===== src/rtl/aes_input_loader.sv =====
// Serial byte loader for an AES core: gathers a 16/24/32-byte key and a 16-byte block.
// Optional key reuse across frames is enabled by defining AES_LOADER_KEY_REUSE_EN.
module aes_input_loader #(
    parameter int unsigned IDLE_TIMEOUT = 255
) (
    input  logic         clk,
    input  logic         rst_n,
    input  logic [1:0]   sel,
    input  logic [7:0]   in_data,
    input  logic         in_valid,
    output logic         in_ready,
    input  logic         key_keep,
    output logic [127:0] blk_data,
    output logic [255:0] blk_key,
    output logic [1:0]   blk_nk,
    output logic         blk_valid,
    input  logic         blk_ready,
    output logic         err
);

`ifdef AES_LOADER_KEY_REUSE_EN
    localparam bit KeyReuseEn = 1'b1;
`else
    localparam bit KeyReuseEn = 1'b0;
`endif

    localparam logic [15:0] TimeoutCnt = 16'(IDLE_TIMEOUT);

    typedef enum logic [1:0] {StIdle, StKey, StData, StHold} stateT;

    stateT       state;
    logic [4:0]  byteCnt;
    logic [15:0] stallCnt;
    logic        keyStored;

    logic       accept;
    logic       timeoutHit;
    logic [4:0] lastKeyIdx;

    assign accept     = in_valid & in_ready;
    assign timeoutHit = (TimeoutCnt != 16'd0) && ((stallCnt + 16'd1) == TimeoutCnt);

    always_comb begin
        unique case (blk_nk)
            2'd0:    lastKeyIdx = 5'd15;
            2'd1:    lastKeyIdx = 5'd23;
            default: lastKeyIdx = 5'd31;
        endcase
    end

    always_ff @(posedge clk) begin
        if (!rst_n) begin
            state     <= StIdle;
            byteCnt   <= '0;
            stallCnt  <= '0;
            keyStored <= 1'b0;
            in_ready  <= 1'b0;
            blk_data  <= '0;
            blk_key   <= '0;
            blk_nk    <= '0;
            blk_valid <= 1'b0;
            err       <= 1'b0;
        end else begin
            err      <= 1'b0;
            in_ready <= (state != StHold) || blk_ready;
            case (state)
                StIdle: begin
                    in_ready <= 1'b1;
                    if (accept) begin
                        byteCnt  <= 5'd1;
                        stallCnt <= '0;
                        // A reused key keeps blk_key/blk_nk; the first byte is then data byte 0
                        if (KeyReuseEn && key_keep && keyStored) begin
                            blk_data <= {in_data, 120'b0};
                            state    <= StData;
                        end else begin
                            blk_data <= '0;
                            blk_key  <= {in_data, 248'b0};
                            blk_nk   <= sel;
                            state    <= StKey;
                        end
                    end
                end
                StKey, StData: begin
                    if (accept) begin
                        stallCnt <= '0;
                        if (state == StKey) begin
                            blk_key[8'd255 - {byteCnt, 3'b000} -: 8] <= in_data;
                            if (byteCnt == lastKeyIdx) begin
                                byteCnt <= '0;
                                state   <= StData;
                            end else begin
                                byteCnt <= byteCnt + 5'd1;
                            end
                        end else begin
                            blk_data[7'd127 - {byteCnt[3:0], 3'b000} -: 8] <= in_data;
                            if (byteCnt == 5'd15) begin
                                byteCnt   <= '0;
                                blk_valid <= 1'b1;
                                in_ready  <= 1'b0;
                                state     <= StHold;
                            end else begin
                                byteCnt <= byteCnt + 5'd1;
                            end
                        end
                    end else if (timeoutHit) begin
                        err      <= 1'b1;
                        state    <= StIdle;
                        byteCnt  <= '0;
                        stallCnt <= '0;
                        blk_data <= '0;
                        blk_key  <= '0;
                        blk_nk   <= '0;
                    end else if (stallCnt != 16'hFFFF) begin
                        stallCnt <= stallCnt + 16'd1;
                    end
                end
                StHold: begin
                    if (blk_ready) begin
                        blk_valid <= 1'b0;
                        keyStored <= KeyReuseEn;
                        state     <= StIdle;
                    end
                end
                default: state <= StIdle;
            endcase
        end
    end

endmodule

===== config.mk =====
export PLATFORM = sky130hd
export DESIGN_NAME = aes_input_loader
export DESIGN_NICKNAME = d
export VERILOG_FILES = /design/src/rtl/aes_input_loader.sv
export SDC_FILE = /design/constraint.sdc
export NUM_CORES = 1
export LEC_CHECK = 0
export ABC_AREA = 1
export BUFFER_PORTS_ARGS = -buffer_cell sky130_fd_sc_hd__buf_2
export CAP_MARGIN = 20
export CORE_ASPECT_RATIO = 0.75
export CORE_UTILIZATION = 40
export CTS_CLUSTER_DIAMETER = 60
export CTS_CLUSTER_SIZE = 30
export DETAILED_ROUTE_END_ITERATION = 10
export PLACE_DENSITY_LB_ADDON = 0.08
export SLEW_MARGIN = 0
export SYNTH_ARGS = -nofsm -noshare
export SYNTH_HDL_FRONTEND = slang
export SYNTH_SLANG_ARGS = --single-unit

===== constraint.sdc =====
create_clock -name clk -period 2.95 [get_ports clk]
set_input_delay 0.295 -clock clk [delete_from_list [all_inputs] [get_ports clk]]
set_output_delay 0.295 -clock clk [all_outputs]
set_load 0.01 [all_outputs]

==> results.tsv, run 1 <==
metric	value	unit
worstMarginPinSlew	0.7686	ns
cts_buffers	30	
relSlewSlack	48.76	%
nets	2889	
period_minus_slack	2.762	ns
synthFlopType	dfxtp_1	
irDropWorstVdd	725.6	uV
p_int	0.01242	W
num_rows	67	
regArea	8250	sq um
preCtsSetupSlack	0.1308	ns
antenna_found_initial	0	
fin_setup_tns	0	ns
clock.fmax	362.1	MHz
synth_edf_count	0	
routed_wl	71570	um
clockPowerShare	20.2	%
p_comb_share	53.4	%
cp_max_fo	50	
status	completed	
path_delay_family	simple AND/OR/NAND/NOR gates	
first_pass_iters	5	
grt_overflow	0	
nFillCells	4456	
ys_async_sr_fraction	0	%
setup_violations	0	
grt_max_degree	129	
drt_iter0_drc	2023	
cp_data_arrival_time	3.32	ns
startpoint_type	register	
grt_pass1_wl	105700	um
dp.final_hpwl	50750	um
grt.total_usage	28.69	%
syn_inst	2487	
core	45020	sq um
clkTransAtPathRegs	0.09	ns
swShare	49.68	%
fin_ws	0.1884	ns
cp_data_required_time	3.50	ns
port_buffers	402	
finalCritPeriodShare	93.61	%
cts_root_buf	clkbuf_16	
place_congestion	0.8704	
grt_pass1_vias	17224	
die_x	249.5	um
slew_viol_final	0	
crit_buf_inv	3	
setup.worst_path.end_class	register	
drtAntennaViolNets	0	
clkLatencyLatePin	0.62	ns
power_leakage	9.343	nW
via_per_inst	5.593	
synth_area_leaders	dfxtp_1, nand4_1, a21oi_1	
synth_top_area_share	44.87	%
max_stage_delay	0.41	ns
skew	0.03683	ns
n_antenna_cell	0	
p_sw	0.01226	W
synth_nets	2515	
netlist-cell-type-count	35	
initial_core_util	40.83	%
wl_per_cell	20.62	um
route.detailed.drc	0	
drive_gt1_share	21.59	%
power.density	1085	nW/um^2
yosysMostFrequentCell	nand2_1	
synth_seq_area_share	44.87	%
multiInputGateArea	8740	sq um
die-area	46820	sq um
cts_tree	done	
hold_viol_final	0	
path_cells	ha_2 -> nand3_2 -> nor2_4 -> nand2_1 -> nand2_1 -> nand3_1 -> nor2_1 -> nand3_4 -> a21oi_4 -> buf_12 -> buf_12 -> buf_12 -> nand4_1 -> a21oi_1	
htree_levels	1	
crit_type	reg2reg	
areaGrowthSynthToFinish	23.71	%
cp_slowest_cell	dfxtp_1	
synth_commonest_cells	nand2_1, dfxtp_1, a21oi_1	
syn-cell-area	18380	sq um
cts_buffer_depth	3	
vias	19413	
synth_top_cell_by_area	dfxtp_1	
maxCapViolCount	0	
hp-class	in2reg	
cp_common_cell	buf_12	
r2r_setup_slack	0.19	ns
cts_sinks	412	
dieHeight	187.6	um
seq_power_share	26.4	%
ys_ff_latch	412	
syn_area_per_cell	7.390	sq um
pin_count	404	
yosys_warnings	0	
## sequential cells by signal, summed over array words and instances, names as in the netlist
register,flops
in_ready,1
blk_nk,2
byteCnt,5
blk_valid,1
blk_data,128
blk_key,256
err,1
stallCnt,16
state,2
## final cells by class
| class | instances | share of cell area, % |
|---|---|---|
| Sequential cell | 412 | 36.28 |
| Clock buffer | 31 | 3.362 |
| Tap cell | 586 | 3.225 |
| Clock inverter | 25 | 1.887 |
| Multi-Input combinational cell | 1720 | 38.44 |
| Timing Repair Buffer | 512 | 13.71 |
| Inverter | 185 | 3.092 |
## cell families after synthesis
| kind of cell | Yosys count | synth area share [%] |
|---|---|---|
| buffers and inverters | 356 | 7.883 |
| DFF | 412 | 44.87 |
| and+or+nand+nor | 1219 | 32.76 |
| xor gates and xnor gates | 3 | 0.1430 |
| AOI/OAI and AO/OA | 484 | 13.46 |
| adders and majority gates | 13 | 0.8850 |
## worst paths after layout
kind / startpoint / to / depth (start not counted)
setup / recovery: stallCnt[1] / blk_data[45] / 14
hold / removal: sel[1] / blk_nk[1] / 5
setup reg to reg: stallCnt[1] / blk_data[45] / 14
hold reg to reg: blk_data[30] / blk_data[30] / 2
## metal layers
layer | vias to the layer above | part of all wire (%) | track usage (%)
li1 | 9303 | - | -
met2 | 806 | 43 | 42.78
met3 | 75 | 9.3 | 6.635
met4 | 0 | 1.7 | 4.867
met5 | - | 0 | 0
met1 | 9229 | 46 | 42.25
## tightest hold or removal path, cell delays in order
cell	delay, ns
buf_2	0.08
inv_1	0.08
nor2_1	0.09
o21ai_0	0.09
a21oi_1	0.11
## per-stage QoR
| stage | instance area [sq um] | std cells | hold slack (ns) | power (W) | util, % |
|---|---|---|---|---|---|
| floorplan | 18380 | 2487 | 0.4660 | 0.01505 | - |
| global placement | 21370 | 3406 | 0.4498 | 0.01885 | 47.47 |
| detailed placement | 21370 | 3406 | 0.4520 | 0.01903 | 47.47 |
| CTS | 22560 | 3462 | 0.1442 | 0.02397 | 50.12 |
| global route | 22740 | 3471 | 0.2216 | 0.02609 | 50.51 |
| finish | 22740 | 3471 | 0.1727 | 0.02468 | 50.51 |
## power by group through the flow
stage / registers [W] / clock network (W) / logic (W)
finish: 0.00651 / 0.00498 / 0.0132
global route: 0.00657 / 0.00526 / 0.0143
CTS: 0.00651 / 0.00504 / 0.0124
detailed placement: 0.00664 / 0 / 0.0124
global placement: 0.00663 / 0 / 0.0122
floorplan: 0.00673 / 0 / 0.00833
## cell usage in the layout (no fill, tap or decap), types with 3 or more instances in the layout
master	netlist	routed
nand2_1	526	526
dfxtp_1	412	410
buf_2	36	402
a21oi_1	401	400
nand4_1	351	351
nor2_1	254	250
inv_1	183	182
buf_4	12	90
o21ai_0	66	66
clkbuf_16	0	33
nand3_1	27	27
nand4_4	20	20
nor3_1	16	16
buf_12	0	15
nand4_2	12	12
ha_1	13	12
o32ai_1	8	8
nor2_2	3	6
clkinv_8	0	6
inv_8	0	5
inv_12	0	5
nor2_4	2	4
o21ai_1	4	4
bufinv_16	0	4
inv_6	0	3
## what timing repair did
item                                    in CTS  in global routing
setup buffers                                0                  5
resized for setup                            0                 14
hold buffers                                 0                  0
endpoints found under the setup margin       0                219
Note: power is estimated with default switching activity, not from simulation.
==> run 2: changes to the inputs <==
Settings changed: ABC_AREA 1 to unset.
==> results.tsv, run 2 <==
metric	value	unit	change
synth_nets	1647		-35%
ys_async_sr_fraction	0	%	unchanged
cp_common_cell	buf_4		
die_x	232.8	um	-6.7%
drive_gt1_share	32.78	%	+11 points
synth_top_area_share	51.63	%	+6.8 points
finalCritPeriodShare	97.78	%	+4.2 points
synth_edf_count	0		unchanged
synth_area_leaders	dfxtp_1, o2bb2ai_1, a32o_1		
crit_type	reg2reg		
relSlewSlack	44.91	%	-3.8 points
skew	0.03680	ns	-0.00002860 ns
syn-cell-area	15980	sq um	-13%
cts_buffer_depth	3		unchanged
vias	15187		-22%
first_pass_iters	6		+1
period_minus_slack	2.884	ns	+0.1228 ns
final_cell_mix	dfxtp_1, buf_2, nand2_1		
synth_seq_area_share	51.63	%	+6.8 points
grt.total_usage	28.03	%	-0.66 points
nets	2064		-29%
drt_iter0_drc	1232		-39%
grt_max_degree	71		-45%
synth_commonest_cells	dfxtp_1, nand2_1, o2bb2ai_1		
initial_core_util	40.54	%	-0.29 points
max_stage_delay	0.41	ns	about the same
cp_data_required_time	3.48	ns	-0.02 ns
setup.worst_path.end_class	register		
largest_registers	blk_key x256, blk_data x128, stallCnt x16		
clkLatencyLatePin	0.61	ns	about the same
cts_tree	done		
rsz0062_at_grt	yes		
syn_inst	1619		-35%
clock.fmax	346.7	MHz	-4.3%
grt_pass1_wl	88660	um	-16%
antenna_found_initial	0		unchanged
path_cells	nand4_4 -> or3_4 -> a221oi_4 -> and4_4 -> buf_4 -> nand3_2 -> buf_4 -> a211oi_4 -> buf_6 -> clkbuf_16 -> a32o_1		
final_util	51.90	%	+1.4 points
cts_sinks	412		unchanged
n_antenna_cell	0		unchanged
cts_root_buf	clkbuf_16		
synthFlopType	dfxtp_1		
htree_levels	1		unchanged
yosysMostFrequentCell	dfxtp_1		
wl_per_cell	23.33	um	+13%
drtAntennaViolNets	0		unchanged
netlist-cell-type-count	72		+110%
path_delay_family	simple AND/OR/NAND/NOR gates		
crit_buf_inv	4		+1
place_congestion	0.8882		+2.0%
hp-class	in2reg		
dieHeight	175.1	um	-6.7%
grt_pass1_vias	14010		-19%
synth_top_cell_by_area	dfxtp_1		
pin_count	404		unchanged
route.detailed.drc	0		unchanged
clkTransAtPathRegs	0.09	ns	about the same
port_buffers	402		unchanged
worstMarginPinSlew	0.8263	ns	+0.05774 ns
max_flop_register	blk_key		
largest_register_ffs	256		unchanged
via_per_inst	5.889		+5.3%
cp_data_arrival_time	3.42	ns	+0.10 ns
startpoint_type	register		
dp.final_hpwl	42630	um	-16%
routed_wl	60160	um	-16%
syn_area_per_cell	9.868	sq um	+34%
areaGrowthSynthToFinish	28.02	%	
status	completed		
power.density	629.0	nW/um^2	-42%
num_rows	63		-6.0%
ys_ff_latch	412		unchanged
setup_violations	0		unchanged
die-area	40750	sq um	-13%
irDropWorstVdd	443.0	uV	-39%
cp_slowest_cell	dfxtp_2		
nFillCells	3744		-16%
hold_viol_final	0		unchanged
core	39410	sq um	-12%
p_total	0.01287	W	-48%
cts_buffers	31		+3.3%
cp_max_fo	12		-76%
grt_overflow	0		unchanged
slew_viol_final	0		unchanged
mostFrequentLayoutCell	dfxtp_1		
power_leakage	8.672	nW	-7.2%
yosys_warnings	0		unchanged
maxCapViolCount	0		unchanged
run 2: through the flow:
step	TNS, ns	worst slack (ns)	instances	hold WS, ns	instance area (sq um)
after CTS	0	0.01376	2570	0.02287	20230
after global placement	0	0.07384	2512	0.4400	19050
after detailed placement	0	0.003561	2512	0.4418	19050
final	0	0.06562	2579	0.05009	20450
after global routing	-0.08730	-0.02285	2579	0.07514	20450
after floorplan	0	0.03844	1619	0.4046	15980
run 2: path summary, 6_finish.rpt:
check / startpoint / end / slack (ns) / cells after the start
worst max register to register: stallCnt[5] / blk_key[132] / 0.07 / 11
worst min register to register: blk_key[9] / blk_key[9] / 0.46 / 1
worst max-delay path: stallCnt[5] / blk_key[132] / 0.07 / 11
worst min-delay path: blk_ready / in_ready / 0.05 / 3
run 2: timing repair:
action	in CTS	in global routing
pin swaps	0	8
resized for setup	3	21
cloned	0	3
hold endpoints to repair	2	0
endpoints found under the setup margin	11	352
buffers inserted	0	5
hold buffers	2	0
run 2: cell type report:
cell class	count	area [sq um]	area share, %
Tap cell	520	650.6	3.181
Multi-Input combinational cell	1045	7247	35.43
Timing Repair Buffer	533	3112	15.21
Inverter	13	48.80	0.2386
Sequential cell	412	8252	40.34
Clock buffer	33	803.3	3.927
Clock inverter	23	340.3	1.664
run 2: logic make-up after synthesis:
family                   Yosys count  share of synthesized area (%)
buffers and inverters            163                          4.025
XOR/XNOR                           3                         0.1645
AO/OA/AOI/OAI                    545                          27.67
adder cells (fa/ha/maj)           13                          1.018
multiplexers                      13                         0.8223
AND/OR/NAND/NOR                  470                          14.68
flip-flops                       412                          51.63
run 2: worst min-delay path, stage by stage:
cell and delay (ns):
buf_2 0.08, nor2b_1 0.06, a211oi_1 0.16
run 2: layer usage:
metal	global-route usage, %	vias up	share of wire [%]
li1	-	7040	-
met2	42.45	540	44
met1	40.79	7528	47
met5	0	-	0
met3	5.581	79	7.1
met4	6.291	0	2.1
run 2: power breakdown:
group / internal [W] / leakage, nW / switching [W]
logic: 0.000686 / 4.80 / 0.00171
clock network: 0.00240 / 0.548 / 0.00239
registers: 0.00562 / 3.32 / 0.0000660
==> run 3: changes to the inputs <==
Settings changed: CTS_BUF_LIST set to sky130_fd_sc_hd__clkbuf_8.
==> results.tsv, run 3 (same netlist as run 2, synthesis figures left out) <==
metric	value	unit	change
r2r_setup_slack	0.1	ns	+0.03 ns
drtAntennaViolNets	0		unchanged
pin_count	404		unchanged
p_total	0.01183	W	-8.0%
r2r_start	stallCnt[5]		
hp-class	in2reg		
grt_overflow	0		unchanged
max_stage_delay	0.42	ns	about the same
num_rows	63		unchanged
irDropWorstVdd	357.6	uV	-19%
max_flop_register	blk_key		
timing.critical_path.from	stallCnt[5]		
drt_iter0_drc	1211		-1.7%
clkLatencyLatePin	0.68	ns	+0.07 ns
cp_max_fo	15		+3
hold_ws	0.05868	ns	+0.008591 ns
maxCapViolCount	0		unchanged
setup_violations	0		unchanged
finalCritPeriodShare	96.69	%	-1.1 points
dp.final_hpwl	42630	um	unchanged
largest_register_ffs	256		unchanged
route.detailed.drc	0		unchanged
die_x	232.8	um	unchanged
place_area	19050	sq um	unchanged
grt_pass1_wl	88460	um	-0.23%
antenna_found_initial	0		unchanged
grt_pass1_vias	13957		-0.38%
crit_type	reg2reg		
dieHeight	175.1	um	unchanged
path_cells	nand4_4 -> or3_1 -> a221oi_4 -> and4_4 -> buf_4 -> nand3_2 -> buf_4 -> a31o_2 -> a22o_1		
setup.worst_path.end_class	register		
skew	0.04572	ns	+0.008915 ns
grt.total_usage	27.98	%	-0.057 points
r2r-end	blk_data[31]		
initial_core_util	40.54	%	unchanged
hp-start	in_data[4]		
status	completed		
power.density	591.0	nW/um^2	-6.0%
p_sw	0.004033	W	-3.2%
power_leakage	8.470	nW	-2.3%
first_pass_iters	5		-1
relSlewSlack	50.49	%	+5.6 points
stdcell_area	20020	sq um	-2.1%
htree_levels	1		unchanged
period_minus_slack	2.852	ns	-0.03214 ns
core	39410	sq um	unchanged
cts_tree	done		
areaGrowthSynthToFinish	25.31	%	
routed_wl	59770	um	-0.66%
min_to	blk_data[100]		
slew_viol_final	0		unchanged
die-area	40750	sq um	unchanged
swShare	34.09	%	+1.7 points
clock.fmax	350.6	MHz	+1.1%
seq_power_share	48.1	%	+3.9 points
largest_registers	blk_key x256, blk_data x128, stallCnt x16		
cts_root_buf	clkbuf_8		
whs_path_depth	3		unchanged
mostFrequentLayoutCell	dfxtp_1		
rsz0062_at_grt	yes		
vias	15095		-0.61%
drive_gt1_share	32.68	%	-0.099 points
cp_data_arrival_time	3.41	ns	about the same
cts_sinks	412		unchanged
worstMarginPinSlew	0.7410	ns	-0.08529 ns
wl_per_cell	23.23	um	-0.43%
hold_viol_final	0		unchanged
final_cell_mix	dfxtp_1, buf_2, nand2_1		
place_congestion	0.8882		unchanged
grt_max_degree	71		unchanged
via_per_inst	5.867		-0.37%
nets	2058		-0.29%
cp_common_cell	buf_4		
clockPowerShare	31.7	%	-5.5 points
n_antenna_cell	0		unchanged
clkTransAtPathRegs	0.14	ns	+0.05 ns
cts_buffers	31		unchanged
r2r_cells	9		-2
port_buffers	402		unchanged
cts_buffer_depth	3		unchanged
p_comb_share	20.2	%	+1.6 points
startpoint_type	register		
cp_slowest_cell	dfxtp_2		
cp_data_required_time	3.51	ns	+0.03 ns
p_int	0.007799	W	-10%
## run 3: changes by cell type in the layout (fill, tap and decap cells not counted), sizes merged
cell         change
clkbuf           -2
buf              -4
dlygate4sd3      +1
a21oi            -1
## run 3: area by class of cell
class / count / area [sq um]
inverters: 13 / 48.80
well taps: 520 / 650.6
repair buffers: 528 / 3038
clock buffers: 33 / 454.2
fillers: 3772 / 19390
flip-flops and latches: 412 / 8252
multi-input cells: 1044 / 7237
clock inverters: 23 / 340.3
## run 3: per-layer routing
metal,up-vias,routed length (um),track usage [%]
met4,0,1404,6.754
met2,559,26010,42.16
met5,-,0,0
li1,7012,-,-
met1,7447,28080,40.67
met3,77,4274,5.597
## run 3: worst max path at each step
stage,to,slack [ns],cells past startpoint
2_1_floorplan,blk_key[208],0.04,11
3_3_place_gp,blk_key[81],0.07,9
3_5_place_dp,blk_key[42],0.004,7
4_1_cts,blk_data[31],0.02,9
5_1_grt,blk_key[154],-0.008,7
6_report,blk_data[31],0.1,9
## run 3: timing repair
action	CTS	global route
gates resized for setup	6	17
endpoints found under the hold margin	3	0
pin swaps	0	5
hold buffers	3	0
setup endpoints to repair	32	345
setup buffers	0	1
## run 3: worst max-delay path: cells and delay by family (launching register included)
kind            cells  cell delay [ns]
buf+inv             2             0.36
flops               1             0.42
compound gates      3             0.97
simple gates        4             0.98
## run 3: power groups by stage
stage               logic (W)  clock network, W  registers (W)
floorplan             0.00138                 0        0.00581
global placement      0.00224                 0        0.00581
detailed placement    0.00226                 0        0.00581
CTS                   0.00229           0.00382        0.00569
global route          0.00254           0.00401        0.00570
finish                0.00239           0.00375        0.00569
## run 3: per-stage QoR
stage | setup TNS (ns) | setup WS [ns] | std cells | util, %
global placement | 0 | 0.07384 | 2512 | 48.33
global route | -0.02816 | -0.008402 | 2573 | 50.80
detailed placement | 0 | 0.003561 | 2512 | 48.33
CTS | 0 | 0.01818 | 2571 | 50.49
finish | 0 | 0.09776 | 2573 | 50.80
floorplan | 0 | 0.03844 | 1619 | -
